## src/rtl/uart_rx_cfg.sv

```systemverilog
// uart_rx_cfg: configurable UART receiver.
//   Data width DATA_BITS (5..9), parity none/odd/even, 1 or 2 stop bits.
//   The line is sampled once per bit, using a 3-sample majority vote.
//   A start bit that has gone high again by its centre is rejected as a false start.
//   Parity, framing and break errors are reported with each character.
//
// Ports:
//   clk          system clock, rising edge
//   rst_n        synchronous active-low reset
//   i_rx         asynchronous serial line, idle high
//   o_data       received character, LSB first on the line; held until next o_vld
//   o_vld        one-cycle pulse when a character completes
//   o_parity_err parity mismatch (always 0 when PARITY = 0), held with o_data
//   o_frame_err  some stop bit sampled low, held with o_data
//   o_break      all-zero frame (data, parity and stop bits), held with o_data
//   o_state      debug view of the receiver state
//
// Output handshake: o_vld is a strobe with no back-pressure. o_data and the
// error flags are valid in the o_vld cycle and stay stable until the next o_vld.
module uart_rx_cfg #(
  parameter int FREQ      = 1_000_000,
  parameter int RATE      = 115_200,
  parameter int DATA_BITS = 8,
  parameter int PARITY    = 0,
  parameter int STOP_BITS = 1
) (
  input  logic                 clk,
  input  logic                 rst_n,
  input  logic                 i_rx,
  output logic [DATA_BITS-1:0] o_data,
  output logic                 o_vld,
  output logic                 o_parity_err,
  output logic                 o_frame_err,
  output logic                 o_break,
  output logic [2:0]           o_state
);

  localparam int CPB  = FREQ / RATE;
  localparam int HALF = CPB / 2;
  localparam int CW   = $clog2(CPB);
  localparam int BCW  = $clog2(DATA_BITS);

  typedef enum logic [2:0] {
    S_IDLE, S_START, S_DATA, S_PARITY, S_STOP, S_WAIT_IDLE
  } state_t;

  state_t               state;
  logic                 sync1, sync2;
  logic [2:0]           hist;       // hist[0] is the newest synchronised sample
  logic [CW-1:0]        cnt;
  logic [BCW-1:0]       bit_cnt;
  logic                 stop_cnt;
  logic [DATA_BITS-1:0] shreg;
  logic                 par_bit, par_err_q;
  logic                 stop_lo, stop_hi;   // any earlier stop bit seen low / high

  logic vote, fall, tick, half_tick, par_calc, frame_now, brk_now;

  always_comb begin
    vote      = (hist[0] & hist[1]) | (hist[0] & hist[2]) | (hist[1] & hist[2]);
    fall      = hist[1] & ~hist[0];
    tick      = (cnt == CW'(CPB - 1));
    half_tick = (cnt == CW'(HALF - 1));
    // Even parity flags a 1 in the XOR of data and parity bit; odd parity flags a 0.
    par_calc  = ^{shreg, vote};
    if (PARITY == 1) par_calc = ~par_calc;
    // Evaluated on the last stop tick, with vote as the last stop bit.
    frame_now = stop_lo | ~vote;
    brk_now   = (shreg == '0) & ~par_bit & ~stop_hi & ~vote;
  end

  assign o_state = state;

  always_ff @(posedge clk) begin
    if (!rst_n) begin
      sync1        <= 1'b1;
      sync2        <= 1'b1;
      hist         <= 3'b111;
      state        <= S_IDLE;
      cnt          <= '0;
      bit_cnt      <= '0;
      stop_cnt     <= 1'b0;
      shreg        <= '0;
      par_bit      <= 1'b0;
      par_err_q    <= 1'b0;
      stop_lo      <= 1'b0;
      stop_hi      <= 1'b0;
      o_data       <= '0;
      o_vld        <= 1'b0;
      o_parity_err <= 1'b0;
      o_frame_err  <= 1'b0;
      o_break      <= 1'b0;
    end else begin
      sync1 <= i_rx;
      sync2 <= sync1;
      hist  <= {hist[1:0], sync2};
      o_vld <= 1'b0;
      cnt   <= cnt + 1'b1;
      case (state)
        S_IDLE: begin
          cnt <= '0;
          if (fall) begin
            state     <= S_START;
            par_bit   <= 1'b0;
            par_err_q <= 1'b0;
            stop_lo   <= 1'b0;
            stop_hi   <= 1'b0;
          end
        end
        S_START: begin
          if (half_tick) begin
            cnt     <= '0;
            bit_cnt <= '0;
            state   <= vote ? S_IDLE : S_DATA;  // high at mid-start: false start
          end
        end
        S_DATA: begin
          if (tick) begin
            cnt   <= '0;
            shreg <= {vote, shreg[DATA_BITS-1:1]};
            if (bit_cnt == BCW'(DATA_BITS - 1)) begin
              bit_cnt  <= '0;
              stop_cnt <= 1'b0;
              state    <= (PARITY != 0) ? S_PARITY : S_STOP;
            end else begin
              bit_cnt <= bit_cnt + 1'b1;
            end
          end
        end
        S_PARITY: begin
          if (tick) begin
            cnt       <= '0;
            par_bit   <= vote;
            par_err_q <= par_calc;
            stop_cnt  <= 1'b0;
            state     <= S_STOP;
          end
        end
        S_STOP: begin
          if (tick) begin
            cnt <= '0;
            if (stop_cnt == 1'(STOP_BITS - 1)) begin
              o_vld        <= 1'b1;
              o_data       <= shreg;
              o_parity_err <= par_err_q;
              o_frame_err  <= frame_now;
              o_break      <= brk_now;
              // After a framing error the line must idle a full bit before the
              // next start edge is trusted; a held-low line then reports once.
              state        <= frame_now ? S_WAIT_IDLE : S_IDLE;
            end else begin
              stop_cnt <= 1'b1;
              stop_lo  <= stop_lo | ~vote;
              stop_hi  <= stop_hi | vote;
            end
          end
        end
        S_WAIT_IDLE: begin
          if (!vote) begin
            cnt <= '0;
          end else if (tick) begin
            cnt   <= '0;
            state <= S_IDLE;
          end
        end
        default: begin
          cnt   <= '0;
          state <= S_IDLE;
        end
      endcase
    end
  end

endmodule

```

## config.mk

```make
export PLATFORM = sky130hd
export DESIGN_NAME = uart_rx_cfg
export DESIGN_NICKNAME = d
export VERILOG_FILES = /design/src/rtl/uart_rx_cfg.sv
export SDC_FILE = /design/constraint.sdc
export NUM_CORES = 1
export LEC_CHECK = 0
export ABC_CLOCK_PERIOD_IN_PS = 1500
export CAP_MARGIN = 10
export CELL_PAD_IN_SITES_DETAIL_PLACEMENT = 1
export CELL_PAD_IN_SITES_GLOBAL_PLACEMENT = 1
export CORE_UTILIZATION = 37
export DETAILED_ROUTE_END_ITERATION = 7
export GPL_TIMING_DRIVEN = 0
export PLACE_DENSITY_LB_ADDON = 0.2
export SYNTH_ARGS = -nofsm -noshare
export SYNTH_HDL_FRONTEND = slang
export SYNTH_SLANG_ARGS = --single-unit
```

## constraint.sdc

```tcl
create_clock -name clk -period 1.5 [get_ports clk]
set_input_delay 0.225 -clock clk [delete_from_list [all_inputs] [get_ports clk]]
set_output_delay 0.225 -clock clk [all_outputs]
set_load 0.02 [all_outputs]
```

==> out/metrics.cfg, run 1 <==
[floorplanning]
floorplan.core_area_mm2=0.00438
floorplan.initialDensity=0.388
die_y_um=69.8
dieWidth_um=69.8
io-pin-count=18
floorplan.die_area_mm2=0.00487
floorplan.rows=24

[detailed_routing]
routed_antenna_nets=0
routed_wirelength_normalized_by_instance_count_um=15.8
detail_route.drc_violations=0
postRouteWirelength_mm=4.36
vias_per_cell=5.31
detailroute.via_count=1472
drtIter0Drc=47
detail_route.first_pass.iterations=4

[pwr]
cellPowerDensity_mw_per_mm2=972
peakVddDrop_mv=0.532
totalPowerFinal_mw=2.16
p_leak_nw=0.895

[clock_tree]
cts_buffer_depth=2
cts.reportedPaths.clkPinSlew_ps=70
worstSkewPairLatency_ps=290
ctsRootBufferMaster=clkbuf_8
numCtsBuffers=5
htree_depth=2
cts.hold.buffers_added=0
clkSinkCount=38
cts_tree=built

[logic_synthesis]
ys_warn_count=0
syn-num-nets=207
postSynthAreaPerCell_um2=8.59
synth.lib_cells_used.distinct=38
netlist_area_mm2=0.00170
netlist_instances=198
part_of_the_yosys_area_used_for_sequential_elements=0.447
postSynthRegisterBits=38

[setup_path]
critical_path.n_buffers_inverters=1
ff2ff_setup_slack_ps=-80
critPathKind=flop to flop
r2r_cells=5
signal_arrival_time_at_the_worst_endpoint_ps=1800
crit_path_max_delay_family=simple AND/OR/NAND/NOR gates
start_kind=flop
cp_max_fo=10
crit_path_cell_trace=buf_6, nand2b_4, or3_1, or4_4, a21oi_2
crit-reg2reg-capture=o_state[1]$_SDFFE_PN0P_
max_stage_delay_ps=420
cpMaxStageDelayCell=or4_4
worst_r2r_startpoint=o_state[1]$_SDFFE_PN0P_
critPathCaptureType=flop
data_required_critical_path_ps=1720

[placed_design]
detailed_place_hpwl_mm=3.10
post-place-cells=267
finalWeightedCongestion=0.744
portBuffers=17

[layout]
fin_util=0.506
areaGrowthSynthToFinish_pct=30.5
finalNetCount=233
antennaDiodeCount=0
layout-drive-gt1-share=0.178
fillers=524
layout.cells.non_filler=277

[timing]
timing.slew.headroom=0.648
setup_repair_after_global_routing_missed_its_margin=yes
tightestPinTransition_ps=529
finalWorstPathRequiredPeriod_ps=1580
timing.fmax_mhz=633
final-max-slew-violation-count=0
period_utilization=1.05
final.setup_skew_ps=5.02
hold_viol_final=0
postLayoutSetupSlackWorst_ps=-79.1
hold-worst-slack_ps=412
setup_viol=2

[global_routing]
global_route_wire_length_before_repair_mm=7.27
grt_start_max_net_pins=12
grt-ovfl-total=0
gr-usage-all-layers=0.191
number_of_antenna_violations_at_the_first_check_in_global_routing=0
via_count_of_the_first_global_routing_pass=1518

[hold_path]
hold_start=sync2$_SDFF_PN1_
holdPathEnd=hist[0]$_SDFF_PN1_
min-delay-path-class=flop to flop
min_delay_path_depth=1

[flow_run]
cap_violations=0

[run_status]
outcome=complete, but fails checks
failed_checks=setup timing

cells in the final DEF (no fill, tap or decap), drive strengths merged:
cell type	instances
o31ai	1
nor4	3
a21oi	25
and4b	1
mux2i	3
a31oi	1
xnor3	1
a2111oi	1
nand2b	9
nor3b	3
and3	4
nor2	10
or3	2
nand4b	1
nor2b	3
o21a	1
nor4bb	1
nand3	5
xnor2	6
nand4	2
dfxtp	38
nand3b	3
or4	2
dlygate4sd2	2
ha	6
nand2	39
a211oi	2
maj3	1
or3b	1
o21bai	2
dlymetal6s2s	6
o21ai	2
o211ai	1
nor3	1
clkdlybuf4s50	9
dlygate4sd1	1
bufinv	1
clkbuf	13
inv	6
buf	6
cell families (layout without fill, tap and decap cells):
logic type	Yosys count	after routing	synth area share
AOI/OAI and AO/OA	36	36	0.120
and+or+nand+nor	90	90	0.268
buffers and inverters	17	44	0.0522
xor gates and xnor gates	7	7	0.0441
muxes	3	3	0.0177
adders and majority gates	7	7	0.0508
DFF	38	38	0.447
how the worst max path moves through the flow:
| stage | endpoint | depth (start not counted) | start | slack [ps] |
|---|---|---|---|---|
| 2_1_floorplan | o_state[1]$_SDFFE_PN0P_ | 6 | cnt[0]$_SDFF_PN0_ | -50 |
| 3_3_place_gp | o_state[1]$_SDFFE_PN0P_ | 6 | cnt[0]$_SDFF_PN0_ | -190 |
| 3_5_place_dp | o_data[0]$_SDFFE_PN0P_ | 5 | o_state[2]$_SDFFE_PN0P_ | -250 |
| 4_1_cts | o_state[1]$_SDFFE_PN0P_ | 5 | o_state[1]$_SDFFE_PN0P_ | -70 |
| 5_1_grt | o_state[1]$_SDFFE_PN0P_ | 4 | hist[0]$_SDFF_PN1_ | -140 |
| 6_report | o_state[1]$_SDFFE_PN0P_ | 5 | o_state[1]$_SDFFE_PN0P_ | -80 |
synth_stat cells (all sizes together):
| cell type | number | area [µm²] |
|---|---|---|
| inv | 6 | 22.5 |
| a21oi | 25 | 125 |
| a31oi | 1 | 6.26 |
| and4b | 1 | 10.0 |
| nor3b | 3 | 22.5 |
| nand2 | 39 | 146 |
| o21ai | 2 | 10.0 |
| maj3 | 1 | 11.3 |
| o21bai | 2 | 15.0 |
| o21a | 1 | 7.51 |
| nand3b | 3 | 22.5 |
| nor4bb | 1 | 10.0 |
| nand4b | 1 | 8.76 |
| and3 | 4 | 25.0 |
| buf | 3 | 27.5 |
| o211ai | 1 | 7.51 |
| or3 | 2 | 12.5 |
| nor4 | 3 | 18.8 |
| a2111oi | 1 | 10.0 |
| nand2b | 9 | 56.3 |
| nand3 | 5 | 25.0 |
| or3b | 1 | 8.76 |
| ha | 6 | 75.1 |
| nor2b | 3 | 18.8 |
| clkbuf | 7 | 30.0 |
| nand4 | 2 | 12.5 |
| a211oi | 2 | 15.0 |
| or4 | 2 | 15.0 |
| dlygate4sd1 | 1 | 8.76 |
| o31ai | 1 | 7.51 |
| nor3 | 1 | 5.00 |
| xnor3 | 1 | 22.5 |
| dfxtp | 38 | 761 |
| mux2i | 3 | 30.0 |
| nor2 | 10 | 37.5 |
| xnor2 | 6 | 52.6 |
layer usage:
metal  wire, µm  track usage  share of wire
met1       1990        0.242           0.46
met2       2150        0.319           0.49
met4         60       0.0667          0.014
met3        157       0.0436          0.036
met5          0            0              0
report_power, final:
part           total (mW)  switching (mW)  internal [mW]
Combinational       0.259           0.156          0.103
Clock               0.861           0.363          0.498
Sequential           1.04          0.0147           1.02
Total                2.16           0.534           1.62
worst reg2reg max path: cells and delay by family, from the launching register on:
family | cells | cell delay, ps
compound gates | 1 | 110
flops | 1 | 330
simple gates | 3 | 930
buf+inv | 1 | 140
sequential cells by signal (all words and copies together) (netlist names), 3 cells and up:
register	flops
shreg	8
o_data	8
hist	3
o_state	3
bit_cnt	3
cnt	3
layout make-up:
type / count / area, µm² / area share
Sequential cell: 38 / 768 / 0.346
Timing Repair Buffer: 20 / 209 / 0.0941
Inverter: 6 / 22.5 / 0.0101
Multi-Input combinational cell: 143 / 965 / 0.435
Buffer: 10 / 83.8 / 0.0378
Tap cell: 52 / 65.1 / 0.0293
Clock buffer: 7 / 76.3 / 0.0344
Clock inverter: 1 / 30.0 / 0.0135
per-stage QoR:
| stage | cell area, µm² | setup WS, ps | TNS, ps |
|---|---|---|---|
| final | 2220 | -79.1 | -139 |
| after floorplan | 1730 | -47.9 | -47.9 |
| after global routing | 2220 | -136 | -888 |
| after detailed placement | 1960 | -253 | -5110 |
| after global placement | 1960 | -188 | -3420 |
| after CTS | 2180 | -69.0 | -132 |
what timing repair did:
action | CTS | global route
buffers inserted | 3 | 0
pin swaps | 4 | 2
setup endpoints to repair | 32 | 33
resized for setup | 26 | 13
(Power assumes the default switching activity.)
==> run 2, diff against run 1 <==
- CORE_MARGIN: default -> 4
- CTS_CLUSTER_SIZE: default -> 40
==> run 2 against run 1 <==
  * The run still ends with setup timing left
  * Clock power shrank 12%
  * Maximum frequency down 6.0%
  * Non-clock buffer count rose by 1
  * Die area grew 18%
  * Final cell count grew 0.36%
  * Register-to-register slack worse by 100 ps
  * Via count up 0.14%
  * Design area up 1.9%
  * Routed wire length grew 3.9%
  * Critical endpoint unchanged
  * Largest cell class unchanged
  * Highest routed layer unchanged
==> out/metrics.cfg, run 2 (synthesis results as in run 1) <==
[run_status]
outcome=complete, but fails checks
failed_checks=setup timing

[setup_path]
cp_max_fo=10
r2r_cells=5
start_kind=flop
critPathCaptureType=flop
signal_arrival_time_at_the_worst_endpoint_ps=1900
critPathKind=flop to flop
data_required_critical_path_ps=1720

[floorplanning]
floorplan.rows=24
floorplan.initialDensity=0.385
dieWidth_um=75.8
floorplan.die_area_mm2=0.00574
floorplan.core_area_mm2=0.00441
io-pin-count=18
die_y_um=75.8

[clock_tree]
cts_tree=built
numCtsBuffers=5
cts.hold.buffers_added=0
htree_depth=2
cts.reportedPaths.clkPinSlew_ps=80
ctsRootBufferMaster=clkbuf_8
cts_buffer_depth=2
worstSkewPairLatency_ps=290
clkSinkCount=38

[timing]
tightestPinTransition_ps=487
timing.fmax_mhz=595
setup_viol=2
setup_repair_after_global_routing_missed_its_margin=yes
final.setup_skew_ps=3.61
period_utilization=1.12
hold_viol_final=0
final-max-slew-violation-count=0
timing.slew.headroom=0.675
hold-worst-slack_ps=419
postLayoutSetupSlackWorst_ps=-179
finalWorstPathRequiredPeriod_ps=1680

[detailed_routing]
routed_wirelength_normalized_by_instance_count_um=16.3
vias_per_cell=5.30
routed_antenna_nets=0
drtIter0Drc=86
postRouteWirelength_mm=4.53
detail_route.first_pass.iterations=4
detail_route.drc_violations=0
detailroute.via_count=1474

[layout]
multiInputGateArea_um2=1000
layout-drive-gt1-share=0.243
areaGrowthSynthToFinish_pct=33.0
finalNetCount=234
antennaDiodeCount=0
fillers=539
seqCellArea_um2=779
largest_registers=o_data x8, shreg x8
fin_util=0.512
most-common-layout-cells=nand2_1 (39), dfxtp_1 (25), a21oi_1 (22)
layout.cells.most_common=nand2_1

[placed_design]
detailed_place_hpwl_mm=3.11
place_ws_ps=-284
portBuffers=17
finalWeightedCongestion=0.805

[pwr]
peakVddDrop_mv=0.495
cellPowerDensity_mw_per_mm2=919
p_leak_nw=0.943

[global_routing]
via_count_of_the_first_global_routing_pass=1530
number_of_antenna_violations_at_the_first_check_in_global_routing=0
global_route_wire_length_before_repair_mm=7.25
grt_start_max_net_pins=13
gr-usage-all-layers=0.168
grt-ovfl-total=0

[hold_path]
min_delay_path_depth=1
min-delay-path-class=flop to flop

[flow_run]
cap_violations=0

[run 2: cell count changes in the layout (fill, tap and decap cells not counted), moves of 2 or more]
| cell | before | now |
|---|---|---|
| a21oi_2 | 3 | 1 |
| buf_4 | 2 | 4 |
| clkbuf_1 | 4 | 2 |
| clkdlybuf4s50_1 | 9 | 7 |
| dfxtp_1 | 32 | 25 |
| dfxtp_2 | 6 | 12 |
| dlymetal6s2s_1 | 6 | 8 |
| xnor2_1 | 6 | 4 |
| xnor2_2 | 0 | 2 |
[run 2: cell type report]
cell class              count  share of cell area
clock inverters             2             0.00553
inverters                   6             0.00996
well taps                  52              0.0288
flip-flops and latches     38               0.345
clock buffers               6              0.0365
plain buffers              10              0.0343
multi-input cells         143               0.442
repair buffers             21              0.0980
[run 2: final timing paths]
check	startpoint	to	slack [ps]
max reg2reg	o_state[1]$_SDFFE_PN0P_	o_state[1]$_SDFFE_PN0P_	-180
min reg2reg	sync1$_SDFF_PN1_	sync2$_SDFF_PN1_	420
max	o_state[1]$_SDFFE_PN0P_	o_state[1]$_SDFFE_PN0P_	-180
min	sync1$_SDFF_PN1_	sync2$_SDFF_PN1_	420
[run 2: critical path: stages, from the launching register on]
cell	delay (ps)
dfxtp_2	330
buf_6	150
nand2b_4	160
or3_1	360
or4_4	450
a21oi_4	160
[run 2: power by group]
part | internal [mW] | leakage (nW) | switching (mW)
Combinational | 0.120 | 0.583 | 0.167
Sequential | 1.02 | 0.313 | 0.0152
Clock | 0.370 | 0.0472 | 0.387
[run 2: per-layer routing]
layer  vias up  track usage  part of all wire
met5         -            0                 0
met4         0       0.0699             0.013
met1       711        0.205              0.44
met3         7       0.0475             0.054
li1        725            -                 -
met2        31        0.278              0.49
[run 2: stage by stage]
stage | instance area, µm² | power [mW] | setup TNS [ps] | cells
after detailed placement | 1960 | 1.30 | -5530 | 267
after global routing | 2260 | 2.17 | -598 | 278
after global placement | 1960 | 1.29 | -3430 | 267
final | 2260 | 2.08 | -294 | 278
after floorplan | 1730 | 1.23 | -47.9 | 198
after CTS | 2160 | 2.06 | -220 | 278
[run 2: timing repair]
action,CTS,global route
endpoints found under the setup margin,32,35
buffers inserted,3,1
gates resized for setup,21,41
gates cloned,1,0
pin swaps,4,7
==> run 3, diff against run 2 <==
- HOLD_SLACK_MARGIN: default -> 0.1
- SETUP_SLACK_MARGIN: default -> 0.5
==> run 3 against run 2 <==
  * The flow still finishes with violations (setup timing)
  * Critical path depth increased by 3
  * Register-to-register slack improved by 50 ps
  * Sequential share of layout area decreased by 5.1 points
  * Via count increased by 14%
==> out/metrics.cfg, run 3 (synthesis results as in run 1) <==
[run_status]
outcome=complete, but fails checks
failed_checks=setup timing

[floorplanning]
io-pin-count=18
floorplan.core_area_mm2=0.00441
floorplan.rows=24
die_y_um=75.8
floorplan.die_area_mm2=0.00574
floorplan.initialDensity=0.385
dieWidth_um=75.8

[layout]
largest_registers=o_data x8, shreg x8
fillers=472
most-common-layout-cells=buf_4 (22), dfxtp_2 (21), nand2_1 (19)
layout.cells.non_filler=303
finalNetCount=259
areaGrowthSynthToFinish_pct=62.0
layout-drive-gt1-share=0.566
antennaDiodeCount=0
seqCellArea_um2=810
multiInputGateArea_mm2=0.00118
layout.cells.most_common=buf_4

[setup_path]
signal_arrival_time_at_the_worst_endpoint_ps=1820
critical_path.n_buffers_inverters=3
crit_path_max_delay_family=buffers and inverters
cp.depth=8
max_stage_delay_ps=360
cp_max_fo=7
data_required_critical_path_ps=1700
start_kind=flop
r2r_cells=8
critPathCaptureType=flop
cpMaxStageDelayCell=dfxtp_2
critPathKind=flop to flop
crit_path_cell_trace=ha_4, ha_4, buf_8, buf_12, and3_4, buf_8, nand2_2, a21oi_1

[detailed_routing]
postRouteWirelength_mm=5.97
detail_route.first_pass.iterations=4
routed_wirelength_normalized_by_instance_count_um=19.7
detailroute.via_count=1679
drtIter0Drc=113
detail_route.drc_violations=0
vias_per_cell=5.54
routed_antenna_nets=0

[flow_run]
cap_violations=0

[placed_design]
finalWeightedCongestion=0.790
portBuffers=17
post-place-cells=267
detailed_place_hpwl_mm=3.13

[timing]
final-max-slew-violation-count=0
hold_viol_final=0
timing.slew.headroom=0.596
period_utilization=1.08
timing.fmax_mhz=615
setup_viol=13
setup_repair_after_global_routing_missed_its_margin=yes
postLayoutSetupSlackWorst_ps=-126
final.setup_skew_ps=5.84
finalWorstPathRequiredPeriod_ps=1630
setup-tns-final_ps=-696
tightestPinTransition_ps=601

[clock_tree]
cts_buffer_depth=2
numCtsBuffers=5
htree_depth=2
worstSkewPairLatency_ps=290
ctsRootBufferMaster=clkbuf_8
cts.reportedPaths.clkPinSlew_ps=70
cts_tree=built
clkSinkCount=38

[hold_path]
min_delay_path_depth=1
min-delay-path-class=flop to flop

[pwr]
p_leak_nw=1.07
cellPowerDensity_mw_per_mm2=774
peakVddDrop_mv=0.495

[global_routing]
via_count_of_the_first_global_routing_pass=1745
use_met3=0.0422
groute.layer.met2.usage=0.349
grt_start_max_net_pins=13
gr-usage-all-layers=0.208
use_met1=0.265
grt-ovfl-total=0
global_route_wire_length_before_repair_mm=8.94
number_of_antenna_violations_at_the_first_check_in_global_routing=0
busiest_layer=met2

## run 3: stage by stage
stage / util / instance area (µm²) / setup WS, ps / hold slack (ps) / total power [mW]
2_1_floorplan: - / 1840 / -32.8 / 326 / 1.27
3_3_place_gp: 0.471 / 2080 / -175 / 404 / 1.33
3_5_place_dp: 0.471 / 2080 / -209 / 423 / 1.34
4_1_cts: 0.587 / 2590 / -93.1 / 443 / 2.11
5_1_grt: 0.624 / 2750 / -207 / 451 / 2.21
6_report: 0.624 / 2750 / -126 / 431 / 2.13
## run 3: worst reg2reg max path: stages, from the launching register on
cell and delay, ps:
dfxtp_2 360, ha_4 170, ha_4 140, buf_8 110, buf_12 120, and3_4 230, buf_8 140, nand2_2 60
a21oi_1 200
## run 3: report_power, final
part | internal (mW) | switching, mW | total (mW) | leakage (nW)
registers | 1.01 | 0.0183 | 1.03 | 0.321
logic | 0.146 | 0.198 | 0.344 | 0.697
clock network | 0.371 | 0.384 | 0.755 | 0.0515
## run 3: cell type report
cell class                 instances  area share
multi-input combinational        143       0.429
sequential                        38       0.294
buffer                            11      0.0522
timing repair buffer              45       0.159
tap                               52      0.0236
clock inverter                     2     0.00409
clock buffer                       6      0.0300
inverter                           6     0.00818
## run 3: worst paths after layout
check | start | to | slack (ps)
worst max-delay path | cnt[0]$_SDFF_PN0_ | o_data[3]$_SDFFE_PN0P_ | -130
worst min register to register | sync1$_SDFF_PN1_ | sync2$_SDFF_PN1_ | 430
worst min-delay path | sync1$_SDFF_PN1_ | sync2$_SDFF_PN1_ | 430
worst max register to register | cnt[0]$_SDFF_PN0_ | o_data[3]$_SDFFE_PN0P_ | -130
## run 3: repair_timing
item                       in CTS  in global routing
setup endpoints to repair      49                 45
setup buffers                  16                 10
pin swaps                      33                 11
hold buffers                    0                  0
cloned                          2                  0
gates resized for setup       163                 26
## run 3: layer usage
metal | share of wire | up-vias | wire (µm)
met5 | 0 | - | 0
met4 | 0.027 | 0 | 162
met3 | 0.042 | 18 | 248
met2 | 0.50 | 40 | 3010
met1 | 0.43 | 837 | 2550
li1 | - | 784 | -
